$ cat config.mk
export PLATFORM = sky130hd
export DESIGN_NAME = bht_update_sched
export DESIGN_NICKNAME = d
export VERILOG_FILES = /design/src/rtl/bht_update_sched.sv
export SDC_FILE = /design/constraint.sdc
export NUM_CORES = 1
export LEC_CHECK = 0
export CAP_MARGIN = 15
export CELL_PAD_IN_SITES_DETAIL_PLACEMENT = 0
export CELL_PAD_IN_SITES_GLOBAL_PLACEMENT = 1
export CORE_MARGIN = 2
export CORE_UTILIZATION = 35
export DETAILED_ROUTE_END_ITERATION = 7
export PLACE_DENSITY = 0.79
export SYNTH_ARGS = -nofsm -noshare
export SYNTH_HDL_FRONTEND = slang
export SYNTH_SLANG_ARGS = --single-unit
$ cat constraint.sdc
create_clock -name clk -period 7.2 [get_ports clk]
set_clock_uncertainty 0.15 [all_clocks]
set_input_delay 0.72 -clock clk [delete_from_list [all_inputs] [get_ports clk]]
set_output_delay 0.72 -clock clk [all_outputs]
set_load 0.01 [all_outputs]
$ cat src/rtl/bht_update_sched.sv
// bht_update_sched: update scheduler and misprediction controller for a 2-bit BHT.
//
// Purpose:
//   - Flags a misprediction for each branch resolved in MEM, combinationally.
//     On a misprediction it drives Flush and the corrected Redirect_PC.
//   - Queues one BHT training update {PC, outcome} per resolved branch in a small FIFO.
//   - Arbitrates the BHT's single write port between draining that FIFO and a
//     table-clear sweep.
//
// Optional feature: define BHT_STATS_EN to build the statistics counters.
//   Without it, Br_Count, Mispred_Count and Drop_Count are tied to zero.
//
// Ports:
//   clk, rst_n           clock (rising edge), asynchronous active-low reset
//   is_Branch_MEM        conditional branch valid in MEM
//   PC_MEM, Target_MEM   branch PC and computed target
//   Predicted_Taken_MEM  prediction carried from IF
//   Actual_Taken         resolved outcome
//   Clear_Req            one-cycle request to sweep every BHT entry back to 2'b01
//   Flush, Redirect_PC   misprediction flush and correct next PC (combinational)
//   Upd_Valid/PC/Taken   registered BHT write port
//   Upd_Clear            registered; force the entry at Upd_PC to 2'b01
//   Clear_Busy           registered; sweep in progress
//   Br_Count, Mispred_Count, Drop_Count  statistics
module bht_update_sched #(
    parameter int unsigned FIFO_DEPTH  = 4,
    parameter int unsigned BHT_ENTRIES = 64
) (
    input  logic        clk,
    input  logic        rst_n,
    input  logic        is_Branch_MEM,
    input  logic [31:0] PC_MEM,
    input  logic [31:0] Target_MEM,
    input  logic        Predicted_Taken_MEM,
    input  logic        Actual_Taken,
    input  logic        Clear_Req,
    output logic        Flush,
    output logic [31:0] Redirect_PC,
    output logic        Upd_Valid,
    output logic [31:0] Upd_PC,
    output logic        Upd_Taken,
    output logic        Upd_Clear,
    output logic        Clear_Busy,
    output logic [31:0] Br_Count,
    output logic [31:0] Mispred_Count,
    output logic [15:0] Drop_Count
);

    localparam int unsigned PTR_W = $clog2(FIFO_DEPTH);
    localparam int unsigned CNT_W = PTR_W + 1;
    localparam int unsigned IDX_W = $clog2(BHT_ENTRIES);

    typedef enum logic [0:0] {StIdle, StClear} state_e;

    // Misprediction path: purely combinational from the MEM inputs.
    logic mispredict;
    assign mispredict  = is_Branch_MEM & (Predicted_Taken_MEM != Actual_Taken);
    assign Flush       = mispredict;
    assign Redirect_PC = Actual_Taken ? Target_MEM : (PC_MEM + 32'd4);

    state_e             state_q, state_d;
    logic [IDX_W-1:0]   idx_q, idx_d;
    logic [PTR_W-1:0]   rd_ptr_q, rd_ptr_d, wr_ptr_q, wr_ptr_d;
    logic [CNT_W-1:0]   count_q, count_d, count_after_pop;
    logic               upd_valid_q, upd_valid_d;
    logic               upd_clear_q, upd_clear_d;
    logic               upd_taken_q, upd_taken_d;
    logic [31:0]        upd_pc_q, upd_pc_d;

    logic [31:0]        fifo_pc_q [FIFO_DEPTH];
    logic               fifo_tk_q [FIFO_DEPTH];

    logic pop, push, full;

    // The FIFO head is on the Upd_* registers in any IDLE cycle where the FIFO is
    // non-empty. That same cycle counts as its pop.
    assign pop  = (state_q == StIdle) && (count_q != '0);
    assign full = (count_q == CNT_W'(FIFO_DEPTH));
    // A full FIFO still accepts a push when the head leaves in the same cycle.
    assign push = is_Branch_MEM && (!full || pop);

    always_comb begin
        state_d = state_q;
        idx_d   = idx_q;
        unique case (state_q)
            StIdle: begin
                if (Clear_Req) begin
                    state_d = StClear;
                    idx_d   = '0;
                end
            end
            StClear: begin
                idx_d = idx_q + 1'b1;
                if (idx_q == IDX_W'(BHT_ENTRIES - 1)) begin
                    state_d = StIdle;
                end
            end
            default: state_d = StIdle;
        endcase
    end

    always_comb begin
        rd_ptr_d        = rd_ptr_q + PTR_W'(pop);
        wr_ptr_d        = wr_ptr_q + PTR_W'(push);
        count_after_pop = count_q - CNT_W'(pop);
        count_d         = count_after_pop + CNT_W'(push);
    end

    // The Upd_* registers are loaded with what the write port shows next cycle. This
    // gives a one-cycle push-to-write latency. If the FIFO empties and is refilled in
    // the same cycle, the new head is the entry being pushed now. That entry is not
    // in storage yet, so it is taken straight from the inputs.
    always_comb begin
        upd_valid_d = 1'b0;
        upd_clear_d = 1'b0;
        upd_pc_d    = upd_pc_q;
        upd_taken_d = upd_taken_q;
        if (state_d == StClear) begin
            upd_valid_d = 1'b1;
            upd_clear_d = 1'b1;
            upd_taken_d = 1'b0;
            upd_pc_d    = 32'({idx_d, 2'b00});
        end else if (count_d != '0) begin
            upd_valid_d = 1'b1;
            if (count_after_pop == '0) begin
                upd_pc_d    = PC_MEM;
                upd_taken_d = Actual_Taken;
            end else begin
                upd_pc_d    = fifo_pc_q[rd_ptr_d];
                upd_taken_d = fifo_tk_q[rd_ptr_d];
            end
        end
    end

    always_ff @(posedge clk or negedge rst_n) begin
        if (!rst_n) begin
            state_q     <= StIdle;
            idx_q       <= '0;
            rd_ptr_q    <= '0;
            wr_ptr_q    <= '0;
            count_q     <= '0;
            upd_valid_q <= 1'b0;
            upd_clear_q <= 1'b0;
            upd_pc_q    <= '0;
            upd_taken_q <= 1'b0;
        end else begin
            state_q     <= state_d;
            idx_q       <= idx_d;
            rd_ptr_q    <= rd_ptr_d;
            wr_ptr_q    <= wr_ptr_d;
            count_q     <= count_d;
            upd_valid_q <= upd_valid_d;
            upd_clear_q <= upd_clear_d;
            upd_pc_q    <= upd_pc_d;
            upd_taken_q <= upd_taken_d;
        end
    end

    // Storage needs no reset: occupancy is tracked by the pointers and count.
    always_ff @(posedge clk) begin
        if (push) begin
            fifo_pc_q[wr_ptr_q] <= PC_MEM;
            fifo_tk_q[wr_ptr_q] <= Actual_Taken;
        end
    end

    assign Upd_Valid  = upd_valid_q;
    assign Upd_Clear  = upd_clear_q;
    assign Upd_PC     = upd_pc_q;
    assign Upd_Taken  = upd_taken_q;
    assign Clear_Busy = (state_q == StClear);

`ifdef BHT_STATS_EN
    logic        drop;
    logic [31:0] br_cnt_q, mis_cnt_q;
    logic [15:0] drop_cnt_q;

    assign drop = is_Branch_MEM && !push;

    always_ff @(posedge clk or negedge rst_n) begin
        if (!rst_n) begin
            br_cnt_q   <= '0;
            mis_cnt_q  <= '0;
            drop_cnt_q <= '0;
        end else begin
            br_cnt_q  <= br_cnt_q + 32'(is_Branch_MEM);
            mis_cnt_q <= mis_cnt_q + 32'(mispredict);
            if (drop && (drop_cnt_q != 16'hFFFF)) begin
                drop_cnt_q <= drop_cnt_q + 16'd1;
            end
        end
    end

    assign Br_Count      = br_cnt_q;
    assign Mispred_Count = mis_cnt_q;
    assign Drop_Count    = drop_cnt_q;
`else
    assign Br_Count      = '0;
    assign Mispred_Count = '0;
    assign Drop_Count    = '0;
`endif

endmodule

==> run summary <==
The number of H-tree levels is 4. The global placer's final weighted congestion is 0.756. The clock network latency to the later pin of the worst-skew pair is around 0.42 ns. The clock period minus final worst setup slack is roughly 4.7 ns. Counting distinct cell types in the post-synthesis netlist gives 46.

From left edge to right edge, the die measures 162 um. The clock-pin slew reported for the worst setup and hold paths after clock tree synthesis is 0.07 ns. The category of the critical setup timing path is input port to output pin.

The number of DRC markers after the initial detailed-route iteration is 382. Dividing the detail-routed via count by the number of cells gives ~4.8. After technology mapping, the gate count stands at 680. In this run the cell area of the synthesized design comes to ~0.0087 mm2.

The starting utilization of the core area came out at 35.7%. The share of synthesized area occupied by flip-flops and latches is between 50% and 60%. The nature of the critical path endpoint is an output pin. Summed over all layers, the global routing overflow is 0. The required time at the endpoint of the critical path came out at around 6.3 ns. The first-pass GRT wire length is about 31,000 um. The top fanout value on the critical path came out at 9.

Measured on the finished design, the core utilization comes to a little over two fifths. Dividing the detail-routed wire length by the instance count gives 17.7 um. The number of warnings printed during yosys synthesis came out at 0. Counting along the longest clock path gives a buffer depth of 2. Setup repair after global routing left no endpoint under its margin. The number of gates resized after cts came out at 0. The total power per unit cell area came out at 336 mW/mm2. The first-pass detailed-route iteration total is 4.

The repair_antennas step left the layout with diodes totalling 0. The setup total negative slack is 0 ns. Among all flip-flop cells after synthesis, the most frequent one is edfxtp_1. The run finished with clean final reports. A synthesized cell averages 12.8 um2. The fraction of registers with async set/reset is 26.7%. The number of sinks driven by the clock tree came out at 180. The arrival time of data at the critical path endpoint is around 3.9 ns.

The number of I/O pins is roughly 220. The logic depth of the worst register-to-register path came out at 8. Compared with the post-synthesis result, the final layout area differs by 23.3%. From bottom edge to top edge, the die measures 162 um. The total power came out at between 3 and 4 mW.

In this run the worst hold path is classified as input port to asynchronous set/reset pin. The initial antenna violation count is 0. The maximum operating frequency came out at around 0.21 GHz. The peak ir drop on the vdd network is 0.216 mV. The via count of the first global-routing pass came out at roughly 5,500.

Detailed placement ended at an HPWL of around 13,000 um. The max-cap check violation count came out at 0. The slew at the pin closest to its max-slew limit came out at 1.02 ns. The final route contains 5,521 vias. The final number of setup-violating endpoints is 0. The total routing resource utilization after global routing came out at 15.7%. Synthesis inferred between 150 and 200 register bits. In the routed design, unresolved DRC markers number 0. The floorplan has 57 rows. TritonCTS built the clock tree.

The total setup buffers inserted after CTS came out at 0. The net total in the final layout is 886. The library cells used most frequently in the layout, excluding fill and tap cells, are 136 x clkdlybuf4s50_1, 132 x edfxtp_1, 104 x nand2_1, 80 x conb_1, 57 x o21ai_0. The portion of the clock cycle consumed by the worst path in the final layout is 65.5%.

The number of buffers added on ports came out at 138. The number of nets with antenna violations after routing came out at 0. The cell sitting at the root of the clock tree is a clkbuf_16. After clock tree synthesis, the flow added hold-fix buffers numbering 0. The sum of routed wire length over all layers is about 20,000 um. The area of the die is around 0.026 mm2. The region available for standard cell placement spans approximately 0.024 mm2. In this run the static leakage power is 3.94 nW. The number of failing hold endpoints at the final stage was 0. The number of enable flip-flop cells after synthesis is about 130. The number of pins with negative max-slew slack in the final report came to 0. The ratio of cells with drive above 1 in the final layout is between 10% and 20%.

The number of buffers inserted during clock tree synthesis is 17. The largest net degree at the start of global routing came out at 65. The most common library cell in the layout ignoring fill and taps is clkdlybuf4s50_1. The sort of element at the start of the critical path is an input port. The worst pin sits at a relative slew slack of 32.1%.
==> path summary, 6_finish.rpt <==
path	startpoint	endpoint	slack, ns
max in group asynchronous	rst_n	Upd_PC[28]$_DFFE_PN0P_	6.15
max	PC_MEM[2]	Redirect_PC[30]	2.48
min	rst_n	Upd_PC[4]$_DFFE_PN0P_	0.27
max reg2reg	Clear_Busy$_DFF_PN0_	Upd_PC[5]$_DFFE_PN0P_	3.62
min reg2reg	idx_q[5]$_DFF_PN0_	idx_q[5]$_DFF_PN0_	0.39
min in group clk	idx_q[5]$_DFF_PN0_	idx_q[5]$_DFF_PN0_	0.39
==> area by class of cell <==
type | count | area (um2)
Fill cell | 2235 | 13700
Timing Repair Buffer | 146 | 1430
Tap cell | 324 | 405
Clock buffer | 18 | 429
Multi-Input combinational cell | 450 | 3070
Inverter | 13 | 48.8
Clock inverter | 14 | 176
Sequential cell | 180 | 5160
==> flip-flops by register name, summed over array words and instances (netlist names) <==
register / count
Clear_Busy: 1
Upd_PC: 32
Upd_Taken: 1
Upd_Valid: 1
count_q: 3
fifo_pc_q: 128
fifo_tk_q: 4
idx_q: 6
rd_ptr_q: 2
wr_ptr_q: 2
==> per-stage QoR <==
stage	cells	area [um2]	hold slack, ns	setup WS [ns]
after global placement	1113	10100	0.370	2.51
after CTS	1145	10700	0.305	2.46
after detailed placement	1113	10100	0.383	2.44
after global routing	1145	10700	0.322	2.27
after floorplan	759	9000	0.274	2.98
final	1145	10700	0.266	2.48
==> synth_stat cells, types with 2 or more instances <==
master | count | area (um2)
a21o_1 | 2 | 15.0
a21oi_1 | 8 | 40.0
a31oi_1 | 28 | 175
and3_1 | 7 | 43.8
and4_1 | 2 | 17.5
buf_1 | 2 | 7.51
buf_2 | 8 | 40.0
buf_4 | 81 | 608
clkbuf_1 | 23 | 86.3
dfrtp_1 | 48 | 1200
edfxtp_1 | 132 | 3960
ha_1 | 8 | 100
inv_1 | 13 | 48.8
mux2_2 | 9 | 101
mux2i_1 | 4 | 40.0
mux4_2 | 31 | 698
nand2_1 | 104 | 390
nand3_1 | 13 | 65.1
nand3_2 | 2 | 20.0
nand4_1 | 3 | 18.8
nor2_1 | 17 | 63.8
nor2b_1 | 2 | 12.5
nor3_1 | 9 | 45.0
nor4_1 | 3 | 18.8
nor4_4 | 4 | 85.1
o21ai_0 | 57 | 285
o21ai_1 | 6 | 30.0
o2bb2ai_1 | 2 | 17.5
or2_2 | 2 | 12.5
or3_1 | 2 | 12.5
or4_1 | 2 | 15.0
xnor2_1 | 23 | 201
xor2_1 | 10 | 87.6
==> report_power, final <==
group	internal [mW]	switching, mW
clock	0.552	0.397
combinational	0.512	0.692
sequential	1.35	0.0946
==> layer usage <==
layer,global-route usage [%],vias up,wire length (um)
li1,-,2574,-
met1,20.4,2742,8690
met2,26.8,188,10200
met3,3.42,17,1090
met4,3.98,0,264
met5,0,-,0
==> cells by family (layout without fill, tap and decap cells) <==
logic type / count (synthesis) / in the layout / synth area share, %
other: 1 / 80 / 0.0431
DFF: 180 / 180 / 59.4
muxes: 44 / 44 / 9.65
and+or+nand+nor: 174 / 174 / 9.66
adders and majority gates: 8 / 8 / 1.15
AOI/OAI and AO/OA: 109 / 109 / 7.06
xor gates and xnor gates: 35 / 35 / 3.78
buffers and inverters: 129 / 191 / 9.28
==> worst max-delay path, cell delays in order <==
cell	delay, ns
clkdlybuf4s50_1	0.66
ha_1	0.30
nand2_1	0.09
or4_1	0.85
nor4_4	0.37
xor2_1	0.16
mux2_2	0.16
clkdlybuf4s50_1	0.53
No activity file was read; power rests on OpenSTA's default activity.
